## src/rtl/pool_arbiter.sv

```systemverilog
// rtl/pool_arbiter.sv - round-robin arbiter sharing one maxpool unit among N_REQ requesters
// Optional WAIT timeout abort enabled by defining POOL_TIMEOUT_EN.
module pool_arbiter #(
    parameter int N_REQ   = 3,
    parameter int GAP     = 5,
    parameter int TIMEOUT = 32
) (
    input  logic                   clk,
    input  logic                   rst_n,
    input  logic [N_REQ-1:0]       req_valid_i,
    input  logic [N_REQ*288-1:0]   req_data_i,
    output logic [N_REQ-1:0]       req_ready_o,
    output logic                   mp_valid_o,
    output logic [287:0]           mp_data_o,
    input  logic                   mp_valid_i,
    input  logic [71:0]            mp_data_i,
    output logic                   res_valid_o,
    output logic [71:0]            res_data_o,
    output logic [1:0]             res_id_o,
    output logic                   busy_o,
    output logic                   err_o
);

    typedef enum logic [1:0] {
        S_IDLE  = 2'd0,
        S_ISSUE = 2'd1,
        S_WAIT  = 2'd2,
        S_GAP   = 2'd3
    } state_t;

    localparam int GW = $clog2(GAP);

    state_t         r_state;
    logic [1:0]     r_rr_ptr;
    logic [1:0]     r_winner;
    logic [287:0]   r_hold;
    logic [GW-1:0]  r_gap_cnt;

    logic           w_found;
    logic [1:0]     w_win;
    logic [2:0]     w_idx;
    logic [N_REQ-1:0] w_rot;
    logic [1:0]     w_next_ptr;

    // Scan requesters starting at rr_ptr, wrapping past N_REQ-1 back to 0.
    always_comb begin
        w_found = 1'b0;
        w_win   = 2'd0;
        w_idx   = 3'd0;
        w_rot   = '0;
        for (int i = 0; i < N_REQ; i++) begin
            w_idx = {1'b0, r_rr_ptr} + 3'(i);
            if (w_idx >= 3'(N_REQ))
                w_idx = w_idx - 3'(N_REQ);
            w_rot = req_valid_i >> w_idx;
            if (!w_found && w_rot[0]) begin
                w_found = 1'b1;
                w_win   = w_idx[1:0];
            end
        end
    end

    assign w_next_ptr = (w_win == 2'(N_REQ - 1)) ? 2'd0 : w_win + 2'd1;
    assign mp_data_o  = r_hold;
    assign busy_o     = (r_state != S_IDLE);

`ifdef POOL_TIMEOUT_EN
    localparam int TW = $clog2(TIMEOUT);
    logic [TW-1:0] r_to_cnt;
    logic          r_err;
    assign err_o = r_err;
`else
    assign err_o = 1'b0;
`endif

    // The IDLE arbitration cycle is the last of the GAP idle cycles, so GAP
    // itself lasts GAP-1 cycles and issue-to-issue spacing is 1 + 13 + GAP.
    always_ff @(posedge clk or negedge rst_n) begin
        if (!rst_n) begin
            r_state     <= S_IDLE;
            r_rr_ptr    <= 2'd0;
            r_winner    <= 2'd0;
            r_hold      <= '0;
            r_gap_cnt   <= '0;
            req_ready_o <= '0;
            mp_valid_o  <= 1'b0;
            res_valid_o <= 1'b0;
            res_data_o  <= '0;
            res_id_o    <= 2'd0;
`ifdef POOL_TIMEOUT_EN
            r_to_cnt    <= '0;
            r_err       <= 1'b0;
`endif
        end else begin
            req_ready_o <= '0;
            mp_valid_o  <= 1'b0;
            res_valid_o <= 1'b0;
`ifdef POOL_TIMEOUT_EN
            r_err       <= 1'b0;
`endif
            case (r_state)
                S_IDLE: begin
                    if (w_found) begin
                        r_state     <= S_ISSUE;
                        r_winner    <= w_win;
                        r_hold      <= req_data_i[32'(w_win)*288 +: 288];
                        req_ready_o <= {{(N_REQ-1){1'b0}}, 1'b1} << w_win;
                        mp_valid_o  <= 1'b1;
                        r_rr_ptr    <= w_next_ptr;
                    end
                end
                S_ISSUE: begin
                    r_state <= S_WAIT;
`ifdef POOL_TIMEOUT_EN
                    r_to_cnt <= '0;
`endif
                end
                S_WAIT: begin
                    if (mp_valid_i) begin
                        res_data_o  <= mp_data_i;
                        res_id_o    <= r_winner;
                        res_valid_o <= 1'b1;
                        r_gap_cnt   <= '0;
                        r_state     <= S_GAP;
                    end
`ifdef POOL_TIMEOUT_EN
                    else if (r_to_cnt == TW'(TIMEOUT - 1)) begin
                        r_err     <= 1'b1;
                        res_id_o  <= r_winner;
                        r_gap_cnt <= '0;
                        r_state   <= S_GAP;
                    end else begin
                        r_to_cnt <= r_to_cnt + 1'b1;
                    end
`endif
                end
                S_GAP: begin
                    if (r_gap_cnt == GW'(GAP - 2))
                        r_state <= S_IDLE;
                    else
                        r_gap_cnt <= r_gap_cnt + 1'b1;
                end
                default: r_state <= S_IDLE;
            endcase
        end
    end

endmodule

```

## config.mk

```make
export PLATFORM = sky130hd
export DESIGN_NAME = pool_arbiter
export DESIGN_NICKNAME = d
export VERILOG_FILES = /design/src/rtl/pool_arbiter.sv
export SDC_FILE = /design/constraint.sdc
export NUM_CORES = 1
export LEC_CHECK = 0
export ABC_AREA = 1
export CORE_AREA = 4 4 514 516
export CTS_CLUSTER_DIAMETER = 80
export DETAILED_ROUTE_END_ITERATION = 7
export DIE_AREA = 0 0 518 520
export PLACE_DENSITY = 0.3
export RECOVER_POWER = 100
export SLEW_MARGIN = 15
export SYNTH_ARGS = -nofsm -noshare
export SYNTH_HDL_FRONTEND = slang
export SYNTH_SLANG_ARGS = --single-unit
```

## constraint.sdc

```tcl
create_clock -name clk -period 4.27 [get_ports clk]
set_clock_uncertainty 0.15 [all_clocks]
set_input_delay 0.427 -clock clk [delete_from_list [all_inputs] [get_ports clk]]
set_output_delay 0.427 -clock clk [all_outputs]
set_load 0.05 [all_outputs]
```

* Word-level counts from Yosys, hierarchy flattened *
Cells that the tools add are included.

storage, ports and cells
  bits in registers = 376
  latch bits = 0
  RAM bits = 0
  memory bits (read-only) = 0
  output and inout port bits = 369
  word-level logic and storage cells = 69
  memories = 0

cells by class
  $add $sub $neg = 7
  multiply operators = 1
  divide/modulo/power cells = 0
  $lt $le $gt $ge = 3
  equality and inequality tests = 9
  shifts and indexed selects = 5
  mux-type cells = 23
  bitwise gates (word level) = 0
  reduce and logical (&&, ||, !) cells = 11

operator list
  cell                                                  number
  variable part select 864 x 12 -> 288 bit              1
  two-way mux 3 bit                                     7
  two-way mux 2 bit                                     7
  right shift 3 x 3 -> 1 bit                            3
  inequality test 2 bit (second input constant)         4
  case mux 2 bit (4 select lines)                       1
  two-way mux 1 bit                                     7
  == test 2 bit (second input constant)                 3
  >= comparator 3 x 2 -> 1 bit (second input constant)  2
  multiplier 2 x 4 -> 6 bit (second input constant)     1
  case mux 3 bit (2 select lines)                       1
  AND reduction 3 bit                                   2
  subtractor 3 x 2 -> 3 bit (second input constant)     2
  AND reduction 2 bit                                   2
  nonzero test 2 bit                                    2
  adder 2 x 1 -> 3 bit (second input constant)          1
  adder 2 x 2 -> 3 bit (second input constant)          1
  adder 3 x 1 -> 3 bit (second input constant)          1
  == test 3 x 2 -> 1 bit (second input constant)        1
  << shifter 1 x 2 -> 3 bit (first input constant)      1
  subtractor 2 x 2 -> 3 bit (second input constant)     1
  adder 2 x 1 -> 2 bit (second input constant)          1
  == test 2 x 1 -> 1 bit (second input constant)        1
  >= comparator 2 bit (second input constant)           1
  other kinds (3)                                       5

* Logic depth before layout (Yosys ltp) *
Gate-level depths: netlist (run 1).

  depth after elaboration = 13
  mapped depth = 15
  depth with buffers taken out = 14

* Worst setup path after synthesis (run 1) *
OpenSTA, ideal clock, no wires.

  path kind = reg-to-reg
  start = reg r_rr_ptr[0]
  end = reg r_hold[100] (netlist: mp_data_o[100])
  arrival time = 2.032 ns
  data required time = 3.998 ns
  slack = 1.966 ns
  cell stages (with the launch flop) = 14
  path buffers = 2
  clock period less this slack = 2.304 ns
  cell sequence = dfrtp_1 > inv_1 > ha_1 > ha_1 > inv_1 > nand2_1 > nor2_2 > nand3_1 > nand2_1 > buf_2 > clkbuf_1 > nand3_1 > nand3_1 > a21oi_1

between the ends
  cells in the longest elaborated chain, start to end = 12
  elaborated cells on any way between the ends = 27
  those cells by class = 5 x add/sub; 1 x mul; 3 x order compare; 4 x shift; 9 x mux; 5 x reduce/logical

RTL lines
  element                                                             line  text
  start: declaration                                                  34    logic [1:0] r_rr_ptr;
  start signal: assignment                                            109   r_rr_ptr <= w_next_ptr;
  branches (longest 12 deep; another with multiplier 2 x 4 -> 6 bit)  --
  end signal: assignment                                              106   r_hold <= req_data_i[32'(w_win)*288 +: 288];
  end: declaration                                                    36    logic [287:0] r_hold;

Several ways; the timed one is not identified.
A chain may end at the register's enable or synchronous reset.

* Worst setup path in the final report (run 1) *
  start = reg r_rr_ptr[0]
  end = reg r_hold[91] (netlist: mp_data_o[91])

Same word-level chain as after synthesis.

==> reports/qor.yml, run 1 <==
status: "finished, violations left"
violations: "max-capacitance violations, max-slew violations"
routedWlPerCell_um: 25.8
clk_latency_ns: 0.68
vias_per_cell: 3.45
drtAntennaViolNets: 0
synth.distinct_cells: 25
fin_tns_setup_ns: 0
reg2reg_depth: 11
via_count: 27400
finalNonFillerCells: 7947
grt_antenna_before_repair: 150
overflow: 0
holdBufCountCts: 2
fin_crit_sh_pct: 85.8
reg2reg_setup_slack_ns: 0.61
gp_congestion: 0.879
cp.required_ns: 4.70
synthTopCellsByCount: "627 x inv_1, 599 x nand2_1, 517 x nand3_1"
synth_edf_count: 0
synth_top_area_share_pct: 42.8
cts_tree: "built"
yosysWarnings: 0
core_sq_um: 259000
leakagePower_nw: 18.7
clockBufferDepth: 3
crit_fanout: 42
finalHoldWorstSlack_ns: 0.130
place_hpwl_mm: 167
cts_inserted_buffers: 74
root_buffer: "clkbuf_16"
syn_area_sq_um: 22000
hold_class: "primary input to register"
grt_pass1_wl_mm: 271
post_cts_resized: 0
io_pins: 1311
grt_pass1_vias: 29000
path_clk_slew_ns: 0.05
avgSynthCellArea_sq_um: 6.80
critPathLaunchType: "register"
setup.worst_path.class: "register to register"
async_flop_share_pct: 100
max_cap_viol_count: 3
layout.nets: 5424
rows: 187
syn_inst: 3235
reg2reg_from: "r_rr_ptr[0]"
r2r-end: "mp_data_o[91]"
port-buffer-count: 1309
final-hold-violation-count: 0
drt-total-wl_mm: 205
synth.most_common_cell: "inv_1"
synthesis.nets: 4188
dr.pass1.iters: 7
initial_utilization_pct: 8.48
die_area_sq_um: 269000
rsz0062_at_grt: "no"
yosys.area.top_type: "dfrtp_1"
dp.cells: 7795
fin_crit_ns: 3.66
fp.dieW_um: 518
worst_slew_pin_slew_ns: 3.28
die_h_um: 520
crit_path_end_kind: "register"
synth_flop_cell: "dfrtp_1"
syn_to_final_growth_pct: 89.2
h-tree-depth: 3
grt_max_degree: 92
n_fill_cell: 29800
min_delay_path_depth: 3
cp_data_arrival_time_ns: 4.09
post-cts-setup-buffers: 0
finalSetupViolations: 0
peakVddDrop_uv: 709
maxSlewHeadroom_pct: -119
holdCritStartpoint: "mp_data_i[0]"
max_freq_mhz: 273
drt_iter0_drc: 1445
drive_gt1_share_pct: 4.34
slew_viol_final: 184
holdPathEnd: "res_data_o[0]"
route.detailed.drc: 0
ys_seq_area_share_pct: 42.8
grt_usage_pct: 14.7
cts_num_sinks: 376
powerDensity_nw_per_um2: 1010
crit_path_start: "r_rr_ptr[0]"
synth_area_leaders: "dfrtp_1 43%, nand3_1 12%, a21oi_1 12%"
ys_ff_latch: 376
[layer usage]
layer | vias to the layer above | routed length [um] | track usage [%]
met5 | - | 873 | 0
met2 | 1184 | 96000 | 24.7
met4 | 134 | 5900 | 4.09
met3 | 342 | 21200 | 6.95
li1 | 12700 | - | -
met1 | 13100 | 80800 | 16.5
[placed cells by master (no fill, tap or decap), drive strengths merged]
| cell | synthesis | routed |
|---|---|---|
| bufinv | 0 | 3 |
| clkinvlp | 0 | 6 |
| clkdlybuf4s50 | 0 | 940 |
| a32o | 1 | 1 |
| clkinv | 0 | 13 |
| dlygate4sd3 | 0 | 368 |
| clkbuf | 73 | 117 |
| diode | 0 | 26 |
| buf | 156 | 61 |
| nand3 | 520 | 520 |
| nand3b | 1 | 1 |
| o22ai | 2 | 2 |
| nand4 | 3 | 3 |
| nand2 | 605 | 605 |
| o211ai | 34 | 34 |
| inv | 633 | 638 |
| ha | 11 | 11 |
| conb | 1 | 1 |
| o21ai | 41 | 41 |
| nor2 | 267 | 267 |
| a21oi | 511 | 511 |
| dfrtp | 376 | 376 |
[worst max-delay path by stage]
| stage | endpoint | slack [ns] |
|---|---|---|
| floorplan | mp_data_o[100] | 1.97 |
| global placement | mp_data_o[232] | 0.75 |
| detailed placement | mp_data_o[9] | 0.74 |
| CTS | mp_data_o[194] | 0.78 |
| global route | mp_data_o[91] | 0.33 |
| finish | mp_data_o[91] | 0.61 |
[flip-flops by register name, summed over array words and instances (netlist names)]
| register | cells |
|---|---|
| res_id_o | 2 |
| res_valid_o | 1 |
| mp_valid_o | 1 |
| mp_data_o | 288 |
| res_data_o | 72 |
| r_state | 2 |
| r_winner | 2 |
| r_rr_ptr | 2 |
| r_gap_cnt | 3 |
| req_ready_o | 3 |
[power by group]
group / internal (mW) / leakage (nW) / switching [mW]
registers: 5.48 / 4.33 / 1.02
clock network: 3.56 / 1.15 / 2.39
logic: 8.18 / 13.3 / 21.2
total: 17.2 / 18.7 / 24.7
[cell type report]
| type | count | area (sq um) | area share, % |
|---|---|---|---|
| well taps | 3402 | 4260 | 10.2 |
| multi-input cells | 1997 | 9170 | 22.0 |
| clock inverters | 27 | 343 | 0.824 |
| repair buffers | 1389 | 14000 | 33.5 |
| inverters | 633 | 2390 | 5.74 |
| diodes | 26 | 65.1 | 0.156 |
| clock buffers | 97 | 2040 | 4.90 |
| flip-flops and latches | 376 | 9410 | 22.6 |
[per-stage QoR]
step                      utilization (%)  power, mW  setup slack, ns  instance area, sq um
after floorplan                         -       24.2             1.97                 22000
after global placement               15.2       37.6            0.747                 39300
after detailed placement             15.2       37.6            0.742                 39300
after CTS                            16.1       43.9            0.776                 41700
after global routing                 16.0       45.0            0.331                 41600
final                                16.1       41.9            0.605                 41600
[worst max-delay path, cell delays in order, from the launching register on]
cell and delay (ns):
dfrtp_1 0.40, inv_1 0.10, ha_1 0.43, inv_1 0.10, nand3_1 0.15, nand3_1 0.16, nand3b_1 0.30, nand2_8 0.29
inv_8 0.38, clkbuf_4 0.67, nor2_1 0.13, a21oi_1 0.16
[cells by family (layout without fill, tap and decap cells)]
family	Yosys count	count (layout)	synth area share, %
fa+ha+maj	11	11	0.626
compound gates	589	589	13.8
buf+inv	862	2146	15.7
other cells	1	27	0.0170
flops	376	376	42.8
simple gates	1396	1396	27.1
(Power assumes the default switching activity.)
==> run 2, diff against run 1 <==
--- a/config.mk
+++ b/config.mk
@@ -7,7 +7,7 @@
 export LEC_CHECK = 0
 export ABC_AREA = 1
 export CORE_AREA = 4 4 514 516
-export CTS_CLUSTER_DIAMETER = 80
+export CTS_CLUSTER_DIAMETER = 100
 export DETAILED_ROUTE_END_ITERATION = 7
 export DIE_AREA = 0 0 518 520
 export PLACE_DENSITY = 0.3
==> reports/qor.yml, run 2 (same netlist as run 1, synthesis figures left out) <==
grt_pass1_wl_mm: 272
initial_utilization_pct: 8.48
worst_slew_pin_slew_ns: 3.27
grt_pass1_vias: 29000
maxSlewHeadroom_pct: -118
routedWlPerCell_um: 25.8
drt_iter0_drc: 1353
layout.nets: 5419
final_common_cell: "clkdlybuf4s50_1"
leakagePower_nw: 18.7
status: "finished, violations left"
via_count: 27300
place_hpwl_mm: 167
fin_crit_ns: 3.66
r2r-end: "mp_data_o[242]"
finalHoldWorstSlack_ns: 0.121
critPathCapture: "mp_data_o[242]"
slew_viol_final: 184
die_area_sq_um: 269000
hold_class: "primary input to register"
peakVddDrop_uv: 698
syn_to_final_growth_pct: 89.0
dr.pass1.iters: 7
setup.worst_path.class: "register to register"
reg2reg_from: "r_rr_ptr[0]"
crit_path_start: "r_rr_ptr[0]"
grt_antenna_before_repair: 152
cp_data_arrival_time_ns: 4.08
cts_tree: "built"
crit_path_end_kind: "register"
rsz0062_at_grt: "no"
fp.dieW_um: 518
max_cap_viol_count: 3
route.detailed.drc: 0
violations: "max-capacitance violations, max-slew violations"
root_buffer: "clkbuf_16"
drive_gt1_share_pct: 4.27
h-tree-depth: 3
place_area_sq_um: 39300
gp_congestion: 0.879
rows: 187
io_pins: 1311
vias_per_cell: 3.43
grt_usage_pct: 14.7
largest_reg_flops: 288
reg2reg_depth: 12
fin_crit_sh_pct: 85.7
cts_num_sinks: 376
max_freq_mhz: 273
critPathLaunchType: "register"
crit_fanout: 71
clk_latency_ns: 0.67
finalInstanceArea_sq_um: 41600
final-hold-violation-count: 0
port-buffer-count: 1309
powerDensity_nw_per_um2: 1000
fin_tns_setup_ns: 0
clockBufferDepth: 3
drtAntennaViolNets: 0
path_clk_slew_ns: 0.05
reg2reg_setup_slack_ns: 0.61
drt-total-wl_mm: 205
cp.required_ns: 4.68
core_sq_um: 259000
grt_max_degree: 92
die_h_um: 520
overflow: 0
most-common-layout-cells: "940 x clkdlybuf4s50_1, 628 x inv_1, 597 x nand2_1"
n_fill_cell: 29800
post_cts_resized: 0
cts_inserted_buffers: 70
finalSetupViolations: 0
[run 2: cell types whose count changed in the layout (fill, tap and decap cells not counted), sizes merged]
cell and delta:
clkbuf +8, dlygate4sd3 -1, bufinv -2, clkinv -3, inv -2, buf -1
diode +1, clkinvlp -2
[run 2: per-layer routing]
metal  vias to the layer above  global-route usage, %  part of all wire (%)
li1                      12700                      -                     -
met1                     13000                   16.5                    39
met2                      1150                   24.8                    47
met3                       337                   7.04                    10
met4                       136                   4.01                   2.8
met5                         -                      0                  0.43
[run 2: worst max-delay path: stages, from the launching register on]
cell	delay, ns
dfrtp_1	0.40
inv_1	0.10
ha_1	0.29
ha_1	0.24
inv_1	0.09
nand3_2	0.12
nand4_1	0.21
clkbuf_1	0.33
buf_12	0.34
clkbuf_2	0.69
nand3_1	0.20
nand3_1	0.14
a21oi_1	0.07
[run 2: worst min path at each step]
stage                         startpoint  depth (start not counted)  slack, ns             end
after floorplan                    rst_n                          0      -0.02    mp_data_o[0]
after global placement    res_data_o[24]                          2       0.32  res_data_o[24]
after detailed placement   res_data_o[2]                          2       0.32   res_data_o[2]
after CTS                  mp_data_i[36]                          3       0.01  res_data_o[36]
after global routing        mp_data_i[8]                          3       0.08   res_data_o[8]
final                      mp_data_i[57]                          3       0.12  res_data_o[57]
[run 2: power by group]
group | total (mW) | switching (mW) | internal [mW]
Clock | 5.82 | 2.39 | 3.43
Combinational | 29.4 | 21.2 | 8.20
Sequential | 6.50 | 1.01 | 5.48
Total | 41.7 | 24.6 | 17.1
[run 2: metrics by stage]
stage                     total power, mW  util (%)  worst slack [ns]  std cells
after floorplan                      24.2         -              1.97       3235
after global placement               37.6      15.2             0.747       7795
after detailed placement             37.6      15.2             0.742       7795
after CTS                            43.8      16.1             0.781       7918
after global routing                 44.9      16.0             0.344       7923
final                                41.7      16.0             0.609       7945
[run 2: timing repair]
action / in CTS / in global routing
setup buffers: 0 / 0
endpoints found under the hold margin: 61 / 0
setup endpoints to repair: 0 / 0
hold buffers: 1 / 0
[run 2: area by class of cell]
type / count / area [sq um] / area share, %
timing repair buffer: 1388 / 14000 / 33.6
sequential: 376 / 9410 / 22.6
multi-input combinational: 1997 / 9180 / 22.1
tap: 3402 / 4260 / 10.2
inverter: 633 / 2390 / 5.75
clock buffer: 104 / 2060 / 4.96
clock inverter: 18 / 256 / 0.617
antenna: 27 / 67.6 / 0.163
